## src/rtl/mcp_stack_unit.sv

```systemverilog
// Operand stack for the multicycle stack processor: register-file LIFO with registered d_out.
// Optional MCP_STACK_CIRCULAR_EN: a push on a full stack overwrites the oldest entry instead of being dropped.
module mcp_stack_unit #(
    parameter int DATA_W = 8,
    parameter int DEPTH  = 16,
    parameter int CNT_W  = $clog2(DEPTH) + 1
) (
    input  logic              clk,
    input  logic              rst,
    input  logic              push,
    input  logic              pop,
    input  logic              tos,
    input  logic [DATA_W-1:0] d_in,
    input  logic              clr_err,
    output logic [DATA_W-1:0] d_out,
    output logic [CNT_W-1:0]  count,
    output logic              empty,
    output logic              full,
    output logic              err_ovf,
    output logic              err_unf
);

    localparam int AW = $clog2(DEPTH);
    localparam logic [AW-1:0]    SP_ONE   = AW'(1);
    localparam logic [CNT_W-1:0] CNT_ONE  = CNT_W'(1);
    localparam logic [CNT_W-1:0] CNT_FULL = CNT_W'(DEPTH);

    logic [DATA_W-1:0] mem [DEPTH];
    logic [AW-1:0]     sp;
    logic [AW-1:0]     top_idx;

    logic              wr_en;
    logic [AW-1:0]     wr_idx;
    logic [AW-1:0]     sp_nxt;
    logic [CNT_W-1:0]  cnt_nxt;
    logic [DATA_W-1:0] dout_nxt;
    logic              ovf_evt;
    logic              unf_evt;

    assign top_idx = sp - SP_ONE;
    assign empty   = (count == '0);
    assign full    = (count == CNT_FULL);

    // A push takes precedence over tos; tos only forwards d_in when the push succeeds.
    always_comb begin
        wr_en    = 1'b0;
        wr_idx   = sp;
        sp_nxt   = sp;
        cnt_nxt  = count;
        dout_nxt = d_out;
        ovf_evt  = 1'b0;
        unf_evt  = 1'b0;
        if (push && pop) begin
            if (!empty) begin
                wr_en    = 1'b1;
                wr_idx   = top_idx;
                dout_nxt = mem[top_idx];
            end else begin
                wr_en   = 1'b1;
                sp_nxt  = sp + SP_ONE;
                cnt_nxt = count + CNT_ONE;
                unf_evt = 1'b1;
            end
        end else if (pop) begin
            if (!empty) begin
                dout_nxt = mem[top_idx];
                sp_nxt   = top_idx;
                cnt_nxt  = count - CNT_ONE;
            end else begin
                unf_evt = 1'b1;
            end
        end else if (push) begin
            if (!full) begin
                wr_en   = 1'b1;
                sp_nxt  = sp + SP_ONE;
                cnt_nxt = count + CNT_ONE;
                if (tos) begin
                    dout_nxt = d_in;
                end
            end else begin
                ovf_evt = 1'b1;
`ifdef MCP_STACK_CIRCULAR_EN
                // When full, sp already points at the oldest entry.
                wr_en  = 1'b1;
                sp_nxt = sp + SP_ONE;
`endif
            end
        end else if (tos) begin
            if (!empty) begin
                dout_nxt = mem[top_idx];
            end else begin
                unf_evt = 1'b1;
            end
        end
    end

    // Storage is not reset, but a write is suppressed while reset is held.
    always_ff @(posedge clk) begin
        if (rst && wr_en) begin
            mem[wr_idx] <= d_in;
        end
    end

    always_ff @(posedge clk or negedge rst) begin
        if (!rst) begin
            sp      <= '0;
            count   <= '0;
            d_out   <= '0;
            err_ovf <= 1'b0;
            err_unf <= 1'b0;
        end else begin
            sp      <= sp_nxt;
            count   <= cnt_nxt;
            d_out   <= dout_nxt;
            err_ovf <= (err_ovf && !clr_err) || ovf_evt;
            err_unf <= (err_unf && !clr_err) || unf_evt;
        end
    end

endmodule

```

## config.mk

```make
export PLATFORM = sky130hd
export DESIGN_NAME = mcp_stack_unit
export DESIGN_NICKNAME = d
export VERILOG_FILES = /design/src/rtl/mcp_stack_unit.sv
export SDC_FILE = /design/constraint.sdc
export NUM_CORES = 1
export LEC_CHECK = 0
export CAP_MARGIN = 20
export CORE_MARGIN = 4
export CORE_UTILIZATION = 50
export CTS_CLUSTER_DIAMETER = 150
export CTS_CLUSTER_SIZE = 20
export DETAILED_ROUTE_END_ITERATION = 16
export PLACE_DENSITY = 0.68
export SYNTH_ARGS = -nofsm -noshare
export SYNTH_HDL_FRONTEND = slang
export SYNTH_SLANG_ARGS = --single-unit
```

## constraint.sdc

```tcl
create_clock -name clk -period 3.85 [get_ports clk]
set_clock_uncertainty 0.2 [all_clocks]
set_input_delay 0.385 -clock clk [delete_from_list [all_inputs] [get_ports clk]]
set_output_delay 0.385 -clock clk [all_outputs]
set_load 0.03 [all_outputs]
```

Word level (Yosys, flattened, before mapping)
Memories as Yosys holds them, arrays and structs flattened.
Index checks and enable logic that the tools add are counted.
{ "classes": {"n_lt_le_gt_ge": 0, "eq_ne": 5, "multipliers": 0, "n_shift": 0, "n_div": 0, "bitwise": 0, "mux": 35, "n_addsub": 4, "reduce_logical": 14} }
{ "ops": {"columns": ["op", "n"], "rows": [
  ["$mux 8", 7],
  ["$mux 5", 6],
  ["$mux 4", 7],
  ["$mux 1", 15],
  ["$reduce_bool 4->1", 2],
  ["$ne 3x2->1 const B", 2],
  ["$reduce_and 3->1", 2],
  ["$add 5x1->5 const B", 1],
  ["$eq 5x5->1 const B", 1],
  ["$logic_not 5->1", 1],
  ["$sub 5x1->5 const B", 1],
  ["$add 4x1->4 const B", 1],
  ["$logic_and 1x1->1", 4],
  ["$ne 4x3->1 const B", 1],
  ["$reduce_and 4->1", 1],
  ["$sub 4x1->4 const B", 1],
  ["$reduce_bool 3->1", 1],
  ["$logic_or 1x1->1", 2],
  ["$ne 2x2->1 const B", 1],
  ["$logic_not 1->1", 1]
]} }
{ "word_totals": {"mem_bits_rw": 128, "mem_bits_ro": 0, "in_bits": 14, "mem_count": 1, "latch_bits": 0, "register_bits": 19, "word_cells": 64} }
{ "memory_table": {"columns": ["name", "depth", "word_bits", "read_ports", "rd_ports_with_merged_regs", "write_ports", "line_no", "source"], "rows": [
  ["mem", 16, 8, 1, 0, 1, "28", "logic [DATA_W-1:0] mem [DEPTH];"]
]} }

Depth between registers and ports, before layout
Gate-level depths: netlist (run 1).
{ "depth": {"depth_word": 8, "mapped_depth": 11} }

Worst setup path after synthesis (run 1)
No wires, ideal clock.
{ "synth_timing": {"path_type": "register to register", "from": "register sp[0]", "to": "memory mem[3][0] (enable)", "synth_period_minus_slack_ns": 3.033, "setup_slack_ns": 0.817, "path_stages_with_launch": 11, "t_arrival_ns": 2.462, "required_time_ns": 3.280, "path_cell_list": "dfrtp_1 > buf_4 > buf_2 > inv_1 > ha_1 > buf_4 > buf_2 > buf_2 > nor3_1 > o21ai_0 > nor2_1"} }
{ "synth_between": {"elab_chain_len": 3} }
{ "synth_lines": {"columns": ["item", "line_no", "source"], "rows": [
  ["start: declaration", "29", "logic [AW-1:0] sp;"],
  ["start signal: assignment", "112", "sp <= sp_nxt;"],
  ["$sub 4x1->4", "40", "assign top_idx = sp - SP_ONE;"],
  ["$mux 4", null, null],
  ["$mux 4 (*)", "53", "if (push && pop) begin"],
  ["end: declaration", "28", null]
]} }
Every way passes the cells marked *; elsewhere a longest branch is shown, timed or not.

Worst setup path after layout (run 1)
{ "layout_timing": {"from": "register sp[1]", "to": "register d_out[4]"} }
{ "layout_between": {"elab_chain_len": 7} }
{ "layout_lines": {"columns": ["item", "line_no", "source"], "rows": [
  ["$sub 4x1->4 (*)", "40", null],
  ["$mem_v2 16x8 (*)", null, null],
  ["$mux 8 (*)", "54, 65, 89", null],
  ["$mux 8", "88", "end else if (tos) begin"],
  ["$mux 8", "72", "end else if (push) begin"],
  ["$mux 8", "64", "end else if (pop) begin"],
  ["$mux 8 (*)", "53", null],
  ["end signal: assignment", "114", "d_out <= dout_nxt;"],
  ["end: declaration", "15", "output logic [DATA_W-1:0] d_out,"]
]} }
Every way passes the cells marked *; elsewhere a longest branch is shown, timed or not. The select of a mux whose other input is x is not followed.
A chain may end at the register's enable or synchronous reset.

==> results of run 1 <==
per-stage QoR:
stage               cells  power [mW]
finish                621        5.93
global route          621        6.24
CTS                   620        5.95
detailed placement    588        4.34
global placement      588        4.31
floorplan             405        3.73
cells in the mapped netlist, drive strengths merged, types with 3 or more instances:
cell,number
dfrtp,19
a21oi,13
a22oi,10
xnor2,7
nand3,4
a2111oi,6
mux2i,27
edfxtp,128
and3,4
o22ai,9
a211oi,8
a31oi,13
buf,15
inv,8
nand2,8
clkbuf,7
mux4,20
nor2,35
o21ai,13
nor3,11
o22a,4
ha,4
and2,7
xor2,3
registers in the layout, indices dropped and copies added, names as in the netlist:
signal / flops
mem: 128
err_ovf: 1
count: 5
sp: 4
d_out: 8
err_unf: 1
layer usage:
layer,share of wire (%),vias to the layer above,global-route usage [%],wire (µm)
li1,-,1685,-,-
met1,44,1844,27.2,5850
met2,48,127,29.5,6340
met3,6.0,25,4.82,801
met4,2.6,0,9.56,352
met5,0,-,0,0
where the power goes:
part / switching [mW] / internal, mW
Combinational: 1.31 / 0.945
Sequential: 0.159 / 1.91
Clock: 0.654 / 0.956
layout by cell type (no fill, tap or decap), types with 7 or more instances in the layout:
master           netlist  final
clkdlybuf4s50_1        0     30
a21oi_1               13     13
edfxtp_1             128    128
nand2_1                8      8
mux4_2                20     20
inv_1                  8      8
o21ai_1                7      7
dfrtp_1               19     18
nor2_1                34     34
buf_4                  3      8
a31oi_1               13     13
a22oi_1               10     10
xnor2_1                7      7
mux2i_1               27     27
nor3_1                11     11
clkbuf_16              0     17
o22ai_1                9      9
cells by family after synthesis:
kind of cell / after synthesis / synth area share, %
compound gates: 84 / 9.09
xor+xnor: 10 / 1.50
fa+ha+maj: 4 / 0.787
buf+inv: 32 / 2.68
flops: 147 / 68.0
mux: 47 / 11.3
simple gates: 81 / 6.65
area by class of cell:
class / instances / area [µm²]
Fill cell: 938 / 4830
Sequential cell: 147 / 4320
Multi-Input combinational cell: 226 / 1870
Clock buffer: 17 / 425
Timing Repair Buffer: 38 / 360
Tap cell: 168 / 210
Clock inverter: 15 / 158
Inverter: 10 / 42.5
final timing paths:
check	from	endpoint	slack, ns	depth (start not counted)
min in group clk	err_unf	err_unf	0.34	2
hold reg to reg	err_unf	err_unf	0.34	2
setup reg to reg	sp[1]	d_out[4]	0.63	8
max in group asynchronous	rst	sp[0]	3.06	2
setup / recovery	sp[1]	d_out[4]	0.63	8
hold / removal	rst	count[2]	0.16	2
==> results.yml, run 1 <==
status:
  status: "completed"
global_route:
  antenna_found_initial: 0
  grt-ovfl-total: 0
  grt_pass1_vias: 3659
  grt_use_total_pct: 19.7
  grt_pass1_wl_mm: 20.9
  grt_max_degree: 43
clocking:
  cts_resized: 0
  cts_root_buf: "clkbuf_16"
  path_clk_slew_ns: 0.06
  htreeDepth: 4
  cts.sinks: 147
  cts_tree: "yes"
  clk_latency_ns: 0.43
  cts_buffers: 17
  cts_setup_buffers: 0
  cts_buffer_depth: 2
  hold_buffers: 0
synth:
  netlist.area_leader.share_pct: 60.5
  synth_nets: 423
  ys_seq_area_share_pct: 68.0
  synth-async-reset-ratio_pct: 12.9
  synth_cells: 405
  yosysTopAreaCell: "edfxtp_1"
  synth_area_leaders: "edfxtp_1 (60%), dfrtp_1 (7.5%), mux4_2 (7.1%), mux2i_1 (4.3%), nor2_1 (2.0%)"
  synth_seq_cells: 147
  syn_avg_cell_area_um2: 15.7
  ys.flop_type: "edfxtp_1"
  yosys_warnings: 0
  synth_cell_types: 50
  syn-cell-area_um2: 6360
  synth_edf_count: 128
final_layout:
  nets: 458
  drive_gt1_share_pct: 15.9
  fin_util_pct: 60.5
  syn2layout_area_growth_pct: 16.2
  postLayoutCellArea_um2: 7390
  antenna_cells: 0
floorplan:
  die_h_um: 121
  die_w_um: 121
  ios: 31
  die-area_um2: 14600
  core_area_um2: 12200
  num_rows: 40
  start_util_pct: 52.0
routing:
  drc_errors: 0
  postRouteAntennaNets: 0
  vias: 3681
  viasPerCell: 5.93
  routed_wl_mm: 13.3
  dr.pass1.iters: 5
  drt-initial-drc-count: 348
  wl_per_cell_um: 21.5
critical_path:
  cpPeakStageDelay_ns: 0.53
  path_class: "reg2reg"
  cp.buffers_inverters: 3
  path_delay_family: "buffers and inverters"
  crit_path_top_delay_cell: "dfrtp_1"
  arrival_ns: 3.30
  crit_required_ns: 3.93
  start_kind: "register"
  cp_common_cell: "buf_4"
  endpoint_kind: "register"
  crit_path_cell_trace: "inv_1 -> ha_2 -> buf_4 -> buf_4 -> mux4_2 -> and3_1 -> a221oi_1 -> a21oi_1"
  crit_fanout: 29
placed_design:
  dp_hpwl_mm: 8.58
  placed_cell_area_um2: 6800
  dp_slack_ns: 0.580
  gp_congestion: 0.850
  io_buffers: 30
power:
  power_density_nw_per_um2: 803
  leakage_nw: 2.47
  peakVddDrop_v: 0.000391
timing:
  hold_ws_ns: 0.163
  worst_slew_pin_slew_ns: 0.835
  fmax_mhz: 311
  rsz0062_at_grt: "no"
  final.min_clock_period_ns: 3.22
  hold_viol_final: 0
  setup_slack_ns: 0.634
  slew-limit-headroom_pct: 44.2
  fin_setup_tns_ns: 0
  fin_crit_sh_pct: 83.5
  slew_violations: 0
  setup_viol: 0
run:
  cap_violations: 0
worst_hold_path:
  worstHoldPathType: "in2async"
No activity file was read; power rests on OpenSTA's default activity.
==> run 2, diff against run 1 <==
- PLACE_DENSITY: 0.68 -> 0.71
- clock period: 3.85 -> 2.81 ns (I/O delays scaled with it)
==> results.yml, run 2 (same netlist as run 1, synthesis figures left out) <==
status:
  status: "completed"
placed_design:
  dp_hpwl_mm: 9.52
  io_buffers: 30
  dp.cells: 627
  gp_congestion: 0.945
critical_path:
  r2r_start: "count[1]"
  crit_fanout: 8
  r2r_cells: 8
  cp-startpoint: "count[1]"
  crit_path_cell_trace: "inv_1 -> ha_1 -> or4b_4 -> buf_4 -> nand3_2 -> nor3_1 -> o21ai_2 -> nor2_4"
  crit_required_ns: 2.76
  crit_path_top_delay_cell: "or4b_4"
  endpoint_kind: "register"
  r2r_end: "mem[10][1]"
  cpPeakStageDelay_ns: 0.51
  endpoint: "mem[10][1]"
  start_kind: "register"
  arrival_ns: 2.61
  path_class: "reg2reg"
  r2r_setup_slack_ns: 0.15
final_layout:
  fin_cells: 659
  layout_commonest_cell: "edfxtp_1"
  largest_reg_flops: 128
  final_cell_mix: "edfxtp_1 (128), buf_4 (45), clkdlybuf4s50_1 (29), mux2i_1 (27), nor2_1 (25)"
  seq_area_um2: 4320
  num-fill-cells: 902
  nets: 496
  reg_top3: "mem: 128 flops, d_out: 8 flops, count: 5 flops"
  antenna_cells: 0
  multiInputGateArea_um2: 1950
  top_register: "mem"
  syn2layout_area_growth_pct: 22.0
  drive_gt1_share_pct: 25.1
routing:
  drc_errors: 0
  routed_wl_mm: 14.2
  wl_per_cell_um: 21.6
  postRouteAntennaNets: 0
  drt-initial-drc-count: 394
  dr.pass1.iters: 5
  viasPerCell: 5.92
  vias: 3904
power:
  leakage_nw: 2.68
  power_density_nw_per_um2: 1090
  peakVddDrop_v: 0.000771
  power_mw: 8.43
timing:
  slew-limit-headroom_pct: 54.5
  hold_viol_final: 0
  fmax_mhz: 376
  slew_violations: 0
  final.min_clock_period_ns: 2.66
  setup_viol: 0
  fin_crit_sh_pct: 94.6
  rsz0062_at_grt: "yes"
  hold_ws_ns: 0.0467
  worst_slew_pin_slew_ns: 0.678
clocking:
  cts_buffers: 17
  path_clk_slew_ns: 0.06
  clk_latency_ns: 0.42
  cts_tree: "yes"
  htreeDepth: 4
  cts_buffer_depth: 2
  cts_root_buf: "clkbuf_16"
  cts.sinks: 147
  hold_buffers: 0
floorplan:
  die_h_um: 121
  die_w_um: 121
  ios: 31
  die-area_um2: 14600
  start_util_pct: 52.0
  core_area_um2: 12200
  num_rows: 40
global_route:
  grt_pass1_vias: 3868
  antenna_found_initial: 0
  grt-ovfl-total: 0
  grt_pass1_wl_mm: 22.5
  grt_use_total_pct: 21.1
  grt_max_degree: 47
run:
  cap_violations: 0
worst_hold_path:
  worstHoldPathType: "in2async"
-- run 2: power breakdown --
group,total (mW),internal [mW],switching [mW]
registers,2.74,2.61,0.134
logic,3.51,1.50,2.01
clock network,2.19,1.24,0.941
-- run 2: area by class of cell --
| class | instances | share of cell area, % |
|---|---|---|
| tap | 168 | 2.71 |
| clock buffer | 17 | 5.48 |
| multi-input combinational | 226 | 25.2 |
| timing repair buffer | 76 | 8.47 |
| sequential | 147 | 55.7 |
| clock inverter | 15 | 1.94 |
| inverter | 10 | 0.548 |
-- run 2: worst min-delay path by stage --
stage          startpoint  endpoint
3_3_place_gp      err_unf   err_unf
3_5_place_dp      err_ovf   err_ovf
5_1_grt               rst  count[4]
2_1_floorplan         rst  count[0]
6_report              rst  d_out[0]
4_1_cts               rst  count[4]
-- run 2: metal layers --
metal  part of all wire, %  global-route usage (%)  up-vias
li1                      -                       -     1765
met4                   2.5                    7.72        0
met1                    43                    29.4     1944
met3                   7.3                    5.80       24
met5                     0                       0        -
met2                    47                    31.9      171
-- run 2: critical path, delay by kind of cell (launching register included) --
kind                     cells  cell delay (ns)
AND/OR/NAND/NOR              4             0.86
flip-flops                   1             0.37
AO/OA/AOI/OAI                1             0.51
adder cells (fa/ha/maj)      1             0.19
buffers and inverters        2             0.25
-- run 2: repair_timing --
| item | in CTS | in global routing |
|---|---|---|
| endpoints found under the setup margin | 1 | 35 |
| setup buffers | 0 | 0 |
| resized for setup | 1 | 3 |
| pin swaps | 0 | 2 |
-- run 2: per-stage QoR --
step | worst slack [ns] | cell area [µm²] | util, % | TNS, ns
finish | 0.151 | 7760 | 63.5 | 0
global route | -0.00121 | 7760 | 63.5 | -0.00240
CTS | 0.0576 | 7740 | 63.4 | 0
detailed placement | 0.0719 | 7170 | 58.7 | 0
global placement | 0.130 | 7170 | 58.7 | 0
floorplan | -0.0838 | 6430 | - | -2.69
